File: src/rtl/fetch_sequencer.sv
// Instruction fetch sequencer: owns the fetch PC, runs a single-outstanding
// req/gnt/rvalid handshake to instruction memory and buffers one instruction for decode.
module fetch_sequencer #(
    parameter logic [31:0] RESET_ADDR = 32'h0000_0000
) (
    input  logic        clk,
    input  logic        reset,
    input  logic        branch_taken,
    input  logic [31:0] branch_addr,
    input  logic        jump_taken,
    input  logic [31:0] jump_addr,
    input  logic        stall,
    output logic        imem_req,
    output logic [31:0] imem_addr,
    input  logic        imem_gnt,
    input  logic        imem_rvalid,
    input  logic [31:0] imem_rdata,
    output logic        inst_valid,
    output logic [31:0] inst,
    output logic [31:0] inst_addr,
    output logic [1:0]  pc_select
);

    typedef enum logic [1:0] {
        S_IDLE = 2'd0,
        S_REQ  = 2'd1,
        S_WAIT = 2'd2,
        S_HOLD = 2'd3
    } state_t;

    localparam logic [1:0] SEL_SEQ    = 2'd0;
    localparam logic [1:0] SEL_BRANCH = 2'd1;
    localparam logic [1:0] SEL_JUMP   = 2'd2;

    state_t      state, next_state;
    logic [31:0] fetch_pc;
    logic [31:0] inflight_addr;
    logic        kill;

    logic        redirect;
    logic [31:0] target;

    // Branch outranks jump because it belongs to the older instruction.
    assign redirect  = branch_taken | jump_taken;
    assign target    = branch_taken ? {branch_addr[31:2], 2'b00} : {jump_addr[31:2], 2'b00};
    assign pc_select = branch_taken ? SEL_BRANCH : (jump_taken ? SEL_JUMP : SEL_SEQ);

    assign imem_req  = (state == S_REQ);
    assign imem_addr = (state == S_REQ) ? fetch_pc : 32'h0000_0000;

    // NOTE: non-blocking assignments for all state so every register samples
    // the pre-edge values, independent of statement order.
    always_ff @(posedge clk or negedge reset) begin
        if (!reset) begin
            state <= S_IDLE;
        end else begin
            state <= next_state;
        end
    end

    // NOTE: next_state gets a default before the case so no path leaves it
    // unassigned, which would otherwise infer a latch.
    always_comb begin
        next_state = state;
        unique case (state)
            S_IDLE: next_state = S_REQ;
            S_REQ: begin
                if (imem_gnt) next_state = S_WAIT;
            end
            S_WAIT: begin
                if (imem_rvalid) next_state = (kill || redirect) ? S_REQ : S_HOLD;
            end
            S_HOLD: begin
                if (redirect || !stall) next_state = S_REQ;
            end
            default: next_state = S_IDLE;
        endcase
    end

    always_ff @(posedge clk or negedge reset) begin
        if (!reset) begin
            fetch_pc      <= RESET_ADDR;
            inflight_addr <= 32'h0000_0000;
            kill          <= 1'b0;
            inst_valid    <= 1'b0;
            inst          <= 32'h0000_0000;
            inst_addr     <= 32'h0000_0000;
        end else begin
            unique case (state)
                S_REQ: begin
                    if (imem_gnt) begin
                        inflight_addr <= fetch_pc;
                        if (redirect) kill <= 1'b1;
                    end
                end
                S_WAIT: begin
                    if (imem_rvalid) begin
                        kill <= 1'b0;
                        if (!kill && !redirect) begin
                            inst       <= imem_rdata;
                            inst_addr  <= inflight_addr;
                            inst_valid <= 1'b1;
                            fetch_pc   <= inflight_addr + 32'd4;
                        end
                    end else if (redirect) begin
                        kill <= 1'b1;
                    end
                end
                S_HOLD: begin
                    if (!stall) inst_valid <= 1'b0;
                end
                default: ;
            endcase
            // NOTE: this block comes last on purpose; the final non-blocking
            // assignment wins, so a redirect overrides the sequential update.
            if (redirect) begin
                fetch_pc   <= target;
                inst_valid <= 1'b0;
            end
        end
    end

endmodule

File: config.mk
export PLATFORM = sky130hd
export DESIGN_NAME = fetch_sequencer
export DESIGN_NICKNAME = d
export VERILOG_FILES = /design/src/rtl/fetch_sequencer.sv
export SDC_FILE = /design/constraint.sdc
export NUM_CORES = 1
export LEC_CHECK = 0
export BUFFER_PORTS_ARGS = -buffer_cell sky130_fd_sc_hd__buf_4
export CORE_ASPECT_RATIO = 0.75
export CORE_UTILIZATION = 55
export CTS_CLUSTER_DIAMETER = 120
export DETAILED_ROUTE_END_ITERATION = 8
export GPL_ROUTABILITY_DRIVEN = 0
export PLACE_DENSITY_LB_ADDON = 0.05
export SYNTH_ARGS = -nofsm -noshare
export SYNTH_HDL_FRONTEND = slang
export SYNTH_SLANG_ARGS = --single-unit
export TNS_END_PERCENT = 1
File: constraint.sdc
create_clock -name clk -period 4.97 [get_ports clk]
set_input_delay 0.994 -clock clk [delete_from_list [all_inputs] [get_ports clk]]
set_output_delay 0.994 -clock clk [all_outputs]
set_load 0.02 [all_outputs]
; Yosys cells after proc, flatten, opt, wreduce, memory -nomap -nowiden
; Index checks and enable logic that the tools add are counted.
[word_totals]
reg_bits = 132
latch_bits = 0
mem_bits_rw = 0
mem_bits_ro = 0
input_bits = 103
output_inout_bits = 100
mem_count = 0
[classes]
n_addsub = 1
n_mul = 0
div = 0
n_lt_le_gt_ge = 0
eq_ne = 9
shift = 0
n_mux = 22
bitwise_logic = 1
n_reduce_logical = 18
[ops]
columns = operator, count
row1 = $mux W32, 6
row2 = $add A32 B3 Y32 const B, 1
row3 = $mux W2, 6
row4 = $ne A3 B3 Y1 const B, 3
row5 = $reduce_and A3 Y1, 3
row6 = $pmux W2 S4, 1
row7 = $reduce_bool A2 Y1, 4
row8 = $mux W1, 7
row9 = $eq A2 B2 Y1 const B, 2
row10 = $ne A2 B2 Y1 const B, 2
row11 = $pmux W1 S2, 2
row12 = $reduce_and A2 Y1, 2
row13 = $reduce_and A4 Y1, 1
row14 = $logic_not A1 Y1, 3
row15 = $reduce_bool A3 Y1, 1
row16 = $eq A2 B1 Y1 const B, 1
row17 = $logic_not A2 Y1, 1
row18 = $logic_or A1 B1 Y1, 2
row19 = $ne A2 B1 Y1 const B, 1
row20 = $logic_and A1 B1 Y1, 1
row21 = $or A1 B1 Y1, 1

; Depth between registers and ports, before layout
; Gate-level depths: netlist of the first run.
[logic_depth]
ltp_word = 7
mapped_depth = 8

; Worst setup path before layout of the first run
; OpenSTA, ideal clock, no wires.
[synth_timing]
path_kind = input-to-output
from = input jump_taken
to = output pc_select[1]
t_arrival_ns = 1.490
path_slack_ns = 2.486
stages = 2
path_buffers = 1
path_cell_list = nor2b_1 clkbuf_1
[synth_between]
elab_chain_cells = 2
[synth_lines]
columns = element, line_no
row1 = start: declaration, 10  ; input logic jump_taken,
row2 = $mux W2 (2 in a row), 46  ; assign pc_select = branch_taken ? SEL_BRANCH : (jump_taken ? SEL_JUMP : SEL_SEQ);
row3 = end: declaration, 21  ; output logic [1:0] pc_select
; No other way between the ends.

; Final worst setup path of the first run
; Ends and elaborated chain as after synthesis.

==> results of run 1 <==
## final timing paths
check                                      to         start  cells past startpoint  slack, ns
worst min-delay path             inst_addr[7]  inst_addr[7]                      2       0.49
worst min register to register   inst_addr[7]  inst_addr[7]                      2       0.49
max in group asynchronous       inst_addr[27]         reset                      2       3.29
min in group asynchronous             inst[8]         reset                      1       0.69
worst max register to register  inst_addr[16]      state[0]                      5       2.20
worst max-delay path             pc_select[1]    jump_taken                      3       1.43
## logic make-up (layout without fill, tap and decap cells)
family | after synthesis | after routing | share of synthesized area
compound gates | 95 | 95 | 0.0926
xor+xnor | 28 | 28 | 0.0387
fa+ha+maj | 4 | 4 | 0.00790
buf+inv | 43 | 241 | 0.0280
flops | 132 | 132 | 0.521
mux | 97 | 97 | 0.172
simple gates | 168 | 168 | 0.139
## worst register-to-register path, stage by stage (launching register included)
cell	delay [ns]
dfrtp_1	0.42
inv_1	0.10
ha_1	0.27
and3b_1	0.55
nand2_4	0.68
mux2_1	0.64
## power breakdown
part           total [mW]  internal, mW  leakage (nW)  switching, mW
Combinational        1.19         0.564          2.29          0.626
Clock                1.27         0.800         0.281          0.473
Sequential           1.56          1.30          1.71          0.267
Total                4.03          2.66          4.28           1.37
## state kept, by name, indices dropped and copies added, names as in the netlist
register,cells
inflight_addr,32
inst_valid,1
state,2
inst,32
fetch_pc,32
kill,1
inst_addr,32
## area by class of cell
type                    count  area, sq um
repair buffers            202         1520
multi-input cells         392         2860
clock buffers              19          443
flip-flops and latches    132         3300
inverters                   8         30.0
clock inverters            12          156
well taps                 140          175
fillers                   759         2570
## cell usage after synthesis, types with 8 or more instances
| master | n | share of area |
|---|---|---|
| dfrtp_1 | 132 | 0.52 |
| inv_1 | 8 | 0.0047 |
| o221ai_1 | 8 | 0.011 |
| mux2_1 | 63 | 0.11 |
| clkbuf_1 | 19 | 0.011 |
| o21ai_0 | 12 | 0.0095 |
| nor2_1 | 29 | 0.017 |
| nand3_1 | 11 | 0.0087 |
| nand2_1 | 57 | 0.034 |
| mux2_2 | 33 | 0.059 |
| a21oi_1 | 34 | 0.027 |
| xor2_1 | 24 | 0.033 |
| o21ai_1 | 16 | 0.013 |
| nand4_1 | 8 | 0.0079 |
| and2_1 | 32 | 0.032 |
| buf_2 | 10 | 0.0079 |
## layout by cell type (no fill, tap or decap), types with 5 or more instances in the layout
cell	Yosys	routed
nand2_1	57	56
inv_1	8	8
nor2_1	29	29
nand4_1	8	8
o221ai_1	8	8
nand3_1	11	11
o21ai_1	16	16
xor2_1	24	24
and2_1	32	32
mux2_2	33	33
mux2_1	63	63
dfrtp_1	132	132
a21oi_1	34	34
and3_1	5	5
buf_4	1	201
clkbuf_16	0	17
o21ai_0	12	12
## routing by layer
layer / wire (um) / GRT usage / part of all wire / vias up
met5: 0 / 0 / 0 / -
met4: 183 / 0.0763 / 0.011 / 0
met3: 1140 / 0.0686 / 0.070 / 20
met2: 7660 / 0.442 / 0.47 / 221
met1: 7410 / 0.398 / 0.45 / 2531
li1: - / - / - / 2371
==> flow_metrics.env, run 1 <==
export IMPL_outcome="completed"
export IMPL_cts_tree="yes"
export IMPL_place_ws_ns=1.27
export IMPL_final_max_slew_viol_count=0
export IMPL_synth_edff_count=0
export IMPL_numPortBuffers=198
export IMPL_wl_per_cell_um=18.1
export IMPL_numCtsBuffers=17
export IMPL_fin_tns_setup_ns=0
export IMPL_post_cts_setup_buffers=0
export IMPL_arrival_ns=2.55
export IMPL_critPathMaxFanout=49
export IMPL_io_pins=203
export IMPL_cpMostUsedCell="buf_4"
export IMPL_drc_errors=0
export IMPL_cts_root_buffer="clkbuf_16"
export IMPL_finalSetupViolCount=0
export IMPL_cp_required_ns=3.98
export IMPL_dp_cells=874
export IMPL_fin_cells=905
export IMPL_power_total_mw=4.03
export IMPL_holdWs_ns=0.488
export IMPL_fin_nets=860
export IMPL_overflow=0
export IMPL_final_area_sq_um=8490
export IMPL_syn_to_final_growth_pct=34.0
export IMPL_clkSinkCount=132
export IMPL_wl_um=16400
export IMPL_insertion_delay_ns=0.41
export IMPL_hold_buffers=0
export IMPL_synth_async_reset_ratio=1.00
export IMPL_avgSynthCellArea_sq_um=11.2
export IMPL_synth_area_sq_um=6340
export IMPL_path_delay_family="simple AND/OR/NAND/NOR gates"
export IMPL_worstSetupEndpointType="output port"
export IMPL_grt_usage=0.283
export IMPL_grt_pass1_vias=5045
export IMPL_core_area_sq_um=11100
export IMPL_rsz0062_at_grt="false"
export IMPL_ctsResizeCount=0
export IMPL_hold_viol_final=0
export IMPL_relSlewSlack=0.296
export IMPL_yosys_warnings=0
export IMPL_syn_num_nets=674
export IMPL_finalCritPeriodShare=0.713
export IMPL_antennaDiodeCount=0
export IMPL_synth_seq_area_share=0.521
export IMPL_firstDrtPassIters=5
export IMPL_crit_path_start_kind="primary input"
export IMPL_power_density_nw_per_um2=474
export IMPL_num_vias=5143
export IMPL_min_path_type="register to register"
export IMPL_max_freq_ghz=0.282
export IMPL_finClkSkew_ns=0.0116
export IMPL_ir_drop_mv=0.315
export IMPL_path_class="primary input to output port"
export IMPL_placed_area_sq_um=7890
export IMPL_die_h_um=95.0
export IMPL_min_period_ns=3.54
export IMPL_slowest_stage="nor2b_1"
export IMPL_utilization=0.767
export IMPL_ys_ff_latch=132
export IMPL_drive_gt1_frac=0.359
export IMPL_drt_iter0_drc=341
export IMPL_tightest_slew_ns=1.06
export IMPL_grt_pass1_wl_um=26000
export IMPL_grt_max_degree=98
export IMPL_final_antenna_net_count=0
export IMPL_worst_path_buf_inv=2
export IMPL_via_per_inst=5.68
export IMPL_initial_core_util=0.573
export IMPL_path_cells="buf_4 -> nor2b_1 -> buf_4"
export IMPL_die_x_um=126
export IMPL_maxCapViolCount=0
export IMPL_fp_row_count=33
export IMPL_ys_types=50
export IMPL_antenna_found_initial=0
export IMPL_clk_pin_slew_worst_paths_ns=0.06
export IMPL_htreeDepth=4
export IMPL_worst_slack_ns=1.43
export IMPL_clockBufferDepth=2
export IMPL_synthCells=567
export IMPL_max_stage_delay_ns=0.85
export IMPL_dp_hpwl_um=10900
export IMPL_synth_ff_type="dfrtp_1"
export IMPL_die_area_sq_um=12000
export IMPL_leakage_nw=4.28
No activity file was read; power rests on OpenSTA's default activity.
==> run 2, diff against run 1 <==
--- a/config.mk
+++ b/config.mk
@@ -7,7 +7,7 @@
 export LEC_CHECK = 0
 export BUFFER_PORTS_ARGS = -buffer_cell sky130_fd_sc_hd__buf_4
 export CORE_ASPECT_RATIO = 0.75
-export CORE_UTILIZATION = 55
+export CORE_UTILIZATION = 51
 export CTS_CLUSTER_DIAMETER = 120
 export DETAILED_ROUTE_END_ITERATION = 8
 export GPL_ROUTABILITY_DRIVEN = 0
==> constraint.sdc (replaced) <==
create_clock -name clk -period 3.5 [get_ports clk]
set_input_delay 0.7 -clock clk [delete_from_list [all_inputs] [get_ports clk]]
set_output_delay 0.7 -clock clk [all_outputs]
set_load 0.02 [all_outputs]
==> run 2 against run 1 <==
Against the previous run:
- sequential cell count unchanged
- register-to-register slack worse by 1.3 ns
- largest cell class unchanged
- critical path depth is 2 higher
- utilization fell by 3.6 points
- worst hold slack lost 0.16 ns
==> flow_metrics.env, run 2 (same netlist as run 1, synthesis figures left out) <==
export IMPL_path_class="register to output port"
export IMPL_core_area_sq_um=11800
export IMPL_num_vias=5077
export IMPL_max_freq_ghz=0.348
export IMPL_wl_um=16700
export IMPL_cts_root_buffer="clkbuf_16"
export IMPL_crit_path_start_kind="register"
export IMPL_dp_cells=900
export IMPL_maxCapViolCount=0
export IMPL_final_max_slew_viol_count=0
export IMPL_grt_usage=0.278
export IMPL_finClkSkew_ns=0.00599
export IMPL_drt_iter0_drc=305
export IMPL_rsz0062_at_grt="false"
export IMPL_arrival_ns=2.17
export IMPL_grt_pass1_wl_um=26800
export IMPL_antennaDiodeCount=0
export IMPL_die_area_sq_um=12900
export IMPL_clkSinkCount=132
export IMPL_drive_gt1_frac=0.365
export IMPL_drc_errors=0
export IMPL_finalCritPeriodShare=0.820
export IMPL_fin_tns_setup_ns=0
export IMPL_htreeDepth=4
export IMPL_die_h_um=98.5
export IMPL_outcome="completed"
export IMPL_hold_buffers=0
export IMPL_min_path_type="primary input to asynchronous set/reset pin"
export IMPL_min_period_ns=2.87
export IMPL_ctsResizeCount=0
export IMPL_placed_area_sq_um=7980
export IMPL_initial_core_util=0.536
export IMPL_leakage_nw=4.34
export IMPL_ir_drop_mv=0.399
export IMPL_wl_per_cell_um=17.9
export IMPL_fin_nets=864
export IMPL_clk_pin_slew_worst_paths_ns=0.06
export IMPL_numCtsBuffers=17
export IMPL_numPortBuffers=198
export IMPL_io_pins=203
export IMPL_die_x_um=131
export IMPL_via_per_inst=5.45
export IMPL_cts_tree="yes"
export IMPL_syn_to_final_growth_pct=36.4
export IMPL_hold_viol_final=0
export IMPL_cp_required_ns=2.80
export IMPL_final_common_cell="buf_4"
export IMPL_fp_row_count=34
export IMPL_insertion_delay_ns=0.41
export IMPL_final_cell_mix="203 x buf_4, 132 x dfrtp_1, 63 x mux2_1"
export IMPL_fin_cells=932
export IMPL_dp_hpwl_um=11300
export IMPL_antenna_found_initial=0
export IMPL_tightest_slew_ns=0.920
export IMPL_clockBufferDepth=2
export IMPL_power_density_nw_per_um2=686
export IMPL_overflow=0
export IMPL_grt_max_degree=83
export IMPL_firstDrtPassIters=4
export IMPL_relSlewSlack=0.385
export IMPL_finalSetupViolCount=0
export IMPL_worstSetupEndpointType="output port"
export IMPL_post_cts_setup_buffers=0
export IMPL_grt_pass1_vias=5045
export IMPL_critPathMaxFanout=22
export IMPL_final_antenna_net_count=0
export IMPL_final_area_sq_um=8640
-- run 2: changes by cell type in the layout (fill, tap and decap cells not counted) --
| cell | before | now |
|---|---|---|
| bufinv_16 | 3 | 5 |
| nand2_1 | 56 | 55 |
| clkinv_4 | 2 | 1 |
| nand2_2 | 0 | 1 |
| buf_4 | 201 | 203 |
| clkbuf_8 | 1 | 3 |
| clkinv_2 | 2 | 0 |
| buf_12 | 0 | 2 |
-- run 2: path summary, 6_finish.rpt --
path / startpoint / to / slack (ns) / cells past startpoint
min in group clk: inst[7] / inst[7] / 0.49 / 1
max in group asynchronous: reset / inflight_addr[27] / 2.44 / 2
min: reset / inst[14] / 0.33 / 1
max: state[1] / imem_addr[18] / 0.63 / 5
min reg2reg: inst[7] / inst[7] / 0.49 / 1
max reg2reg: state[1] / inflight_addr[22] / 0.90 / 4
-- run 2: area by class of cell --
class,count,area [sq um]
Sequential cell,132,3300
Clock buffer,21,470
Fill cell,888,3180
Timing Repair Buffer,206,1580
Clock inverter,11,198
Multi-Input combinational cell,392,2870
Inverter,8,30.0
Tap cell,162,203
-- run 2: per-layer routing --
metal | GRT usage | vias up | share of wire
met4 | 0.0637 | 0 | 0.011
met5 | 0 | - | 0
met2 | 0.432 | 180 | 0.47
met1 | 0.392 | 2499 | 0.46
li1 | - | 2381 | -
met3 | 0.0700 | 17 | 0.059
-- run 2: power breakdown --
group	internal [mW]	switching, mW
clock	1.32	0.663
combinational	0.821	0.904
sequential	1.84	0.377
total	3.99	1.94
-- run 2: metrics by stage --
step                      hold slack (ns)  utilization  setup slack [ns]  total power, mW
after global routing                0.398        0.731             0.527             6.22
after global placement              0.475        0.674             0.939             3.89
final                               0.329        0.731             0.629             5.93
after detailed placement            0.482        0.674             0.875             3.96
after CTS                           0.359        0.731             0.593             5.96
after floorplan                     0.404            -              1.38             3.17
-- run 2: critical path: stages, from the launching register on --
cell     delay, ns
dfrtp_1       0.41
inv_1         0.08
ha_1          0.69
buf_12        0.25
and2_1        0.18
buf_4         0.15
==> run 3, diff against run 2 <==
==> constraint.sdc (replaced) <==
create_clock -name clk -period 2.95 [get_ports clk]
set_input_delay 0.59 -clock clk [delete_from_list [all_inputs] [get_ports clk]]
set_output_delay 0.59 -clock clk [all_outputs]
set_load 0.02 [all_outputs]
==> run 3 against run 2 <==
Against the previous run:
- worst hold slack lost 0.26 ns
- sequential cell count is the same
- final cell count increased by 0.43%
- setup slack worse by 0.050 ns
- non-clock buffer count up 4
- global-route usage fell by 0.80 points
- critical path depth unchanged
- clock-buffer cell count down 2
- register-to-register slack got worse by 0.24 ns
- total power grew 13%
- critical endpoint is now imem_addr[21]
- largest cell class unchanged
==> flow_metrics.env, run 3 (same netlist as run 1, synthesis figures left out) <==
export IMPL_cp_required_ns=2.36
export IMPL_rsz0062_at_grt="false"
export IMPL_ir_drop_mv=0.421
export IMPL_max_freq_ghz=0.422
export IMPL_relSlewSlack=0.565
export IMPL_die_area_sq_um=12900
export IMPL_holdWs_ns=0.0693
export IMPL_grt_usage=0.270
export IMPL_path_class="register to output port"
export IMPL_finClkSkew_ns=0.00854
export IMPL_final_cell_mix="206 x buf_4, 132 x dfrtp_1, 63 x mux2_1"
export IMPL_post_cts_setup_buffers=0
export IMPL_min_path_type="primary input to asynchronous set/reset pin"
export IMPL_final_area_sq_um=8590
export IMPL_dr_wl_met3_um=1130
export IMPL_final_common_cell="buf_4"
export IMPL_place_ws_ns=0.694
export IMPL_antennaDiodeCount=0
export IMPL_wl_um=16500
export IMPL_regArea_sq_um=3300
export IMPL_antenna_found_initial=0
export IMPL_dp_hpwl_um=11600
export IMPL_wl_met1_um=7500
export IMPL_drive_gt1_frac=0.368
export IMPL_initial_core_util=0.536
export IMPL_arrival_ns=1.78
export IMPL_fin_tns_setup_ns=0
export IMPL_firstDrtPassIters=5
export IMPL_htreeDepth=4
export IMPL_multi_input_area_sq_um=2870
export IMPL_cts_tree="yes"
export IMPL_grt_max_degree=69
export IMPL_fin_nets=868
export IMPL_worstSetupEndpointType="output port"
export IMPL_leakage_nw=4.32
export IMPL_power_density_nw_per_um2=777
export IMPL_crit_path_start_kind="register"
export IMPL_hold_viol_final=0
export IMPL_clockBufferDepth=2
export IMPL_wl_per_cell_um=17.7
export IMPL_power_total_mw=6.68
export IMPL_fillers=893
export IMPL_dr_max_layer_used="met4"
export IMPL_min_period_ns=2.37
export IMPL_via_per_inst=5.48
export IMPL_worst_slack_ns=0.579
export IMPL_clk_pin_slew_worst_paths_ns=0.06
export IMPL_finalSetupViolCount=0
export IMPL_drc_errors=0
export IMPL_path_delay_family="buffers and inverters"
export IMPL_overflow=0
export IMPL_ctsResizeCount=0
export IMPL_final_max_slew_viol_count=0
export IMPL_num_vias=5129
export IMPL_tightest_slew_ns=0.651
export IMPL_fp_row_count=34
export IMPL_grt_pass1_wl_um=26300
export IMPL_slowest_stage="dfrtp_1"
export IMPL_outcome="completed"
export IMPL_fin_cells=936
export IMPL_die_h_um=98.5
export IMPL_numCtsBuffers=17
export IMPL_worst_path_buf_inv=3
export IMPL_dp_cells=904
export IMPL_grt_pass1_vias=5130
export IMPL_utilization=0.726
export IMPL_cts_root_buffer="clkbuf_16"
export IMPL_cpMostUsedCell="buf_4"
export IMPL_critPathMaxFanout=17
export IMPL_final_antenna_net_count=0
export IMPL_syn_to_final_growth_pct=35.5
export IMPL_r2r_slack_ns=0.66
export IMPL_core_area_sq_um=11800
export IMPL_drt_iter0_drc=263
export IMPL_met2WireLength_um=7700
export IMPL_placed_area_sq_um=8020
export IMPL_hold_buffers=0
export IMPL_clkSinkCount=132
export IMPL_die_x_um=131
export IMPL_numPortBuffers=198
export IMPL_io_pins=203
export IMPL_maxCapViolCount=0
export IMPL_insertion_delay_ns=0.41
export IMPL_path_cells="inv_1 -> ha_1 -> buf_4 -> and2_1 -> buf_4"
export IMPL_finalCritPeriodShare=0.804
export IMPL_max_stage_delay_ns=0.42
-- run 3: cell count changes in the layout (fill, tap and decap cells not counted) --
| cell | before | now |
|---|---|---|
| bufinv_16 | 5 | 1 |
| buf_4 | 203 | 206 |
| inv_6 | 1 | 4 |
| clkbuf_8 | 3 | 1 |
| clkinv_4 | 1 | 3 |
| buf_12 | 2 | 3 |
| clkinv_2 | 0 | 1 |
-- run 3: final timing paths --
check	startpoint	endpoint	cells after the start
min in group clk	imem_rdata[18]	inst[18]	2
max	state[1]	imem_addr[21]	5
max in group asynchronous	reset	inflight_addr[8]	2
min	reset	inst[17]	1
max reg2reg	state[0]	fetch_pc[2]	7
min reg2reg	inst_addr[7]	inst_addr[7]	2
-- run 3: report_power, final --
group | switching (mW) | internal, mW | total [mW]
Clock | 0.825 | 1.19 | 2.02
Combinational | 1.05 | 0.976 | 2.03
Sequential | 0.446 | 2.19 | 2.63
Total | 2.32 | 4.35 | 6.68
-- run 3: layer usage --
| metal | GRT usage | vias up |
|---|---|---|
| li1 | - | 2391 |
| met3 | 0.0581 | 17 |
| met4 | 0.0866 | 0 |
| met2 | 0.425 | 198 |
| met5 | 0 | - |
| met1 | 0.373 | 2523 |
-- run 3: area by class of cell --
class,count,share of cell area
clock buffer,19,0.0516
timing repair buffer,210,0.188
tap,162,0.0236
multi-input combinational,392,0.334
inverter,8,0.00350
clock inverter,13,0.0147
sequential,132,0.385
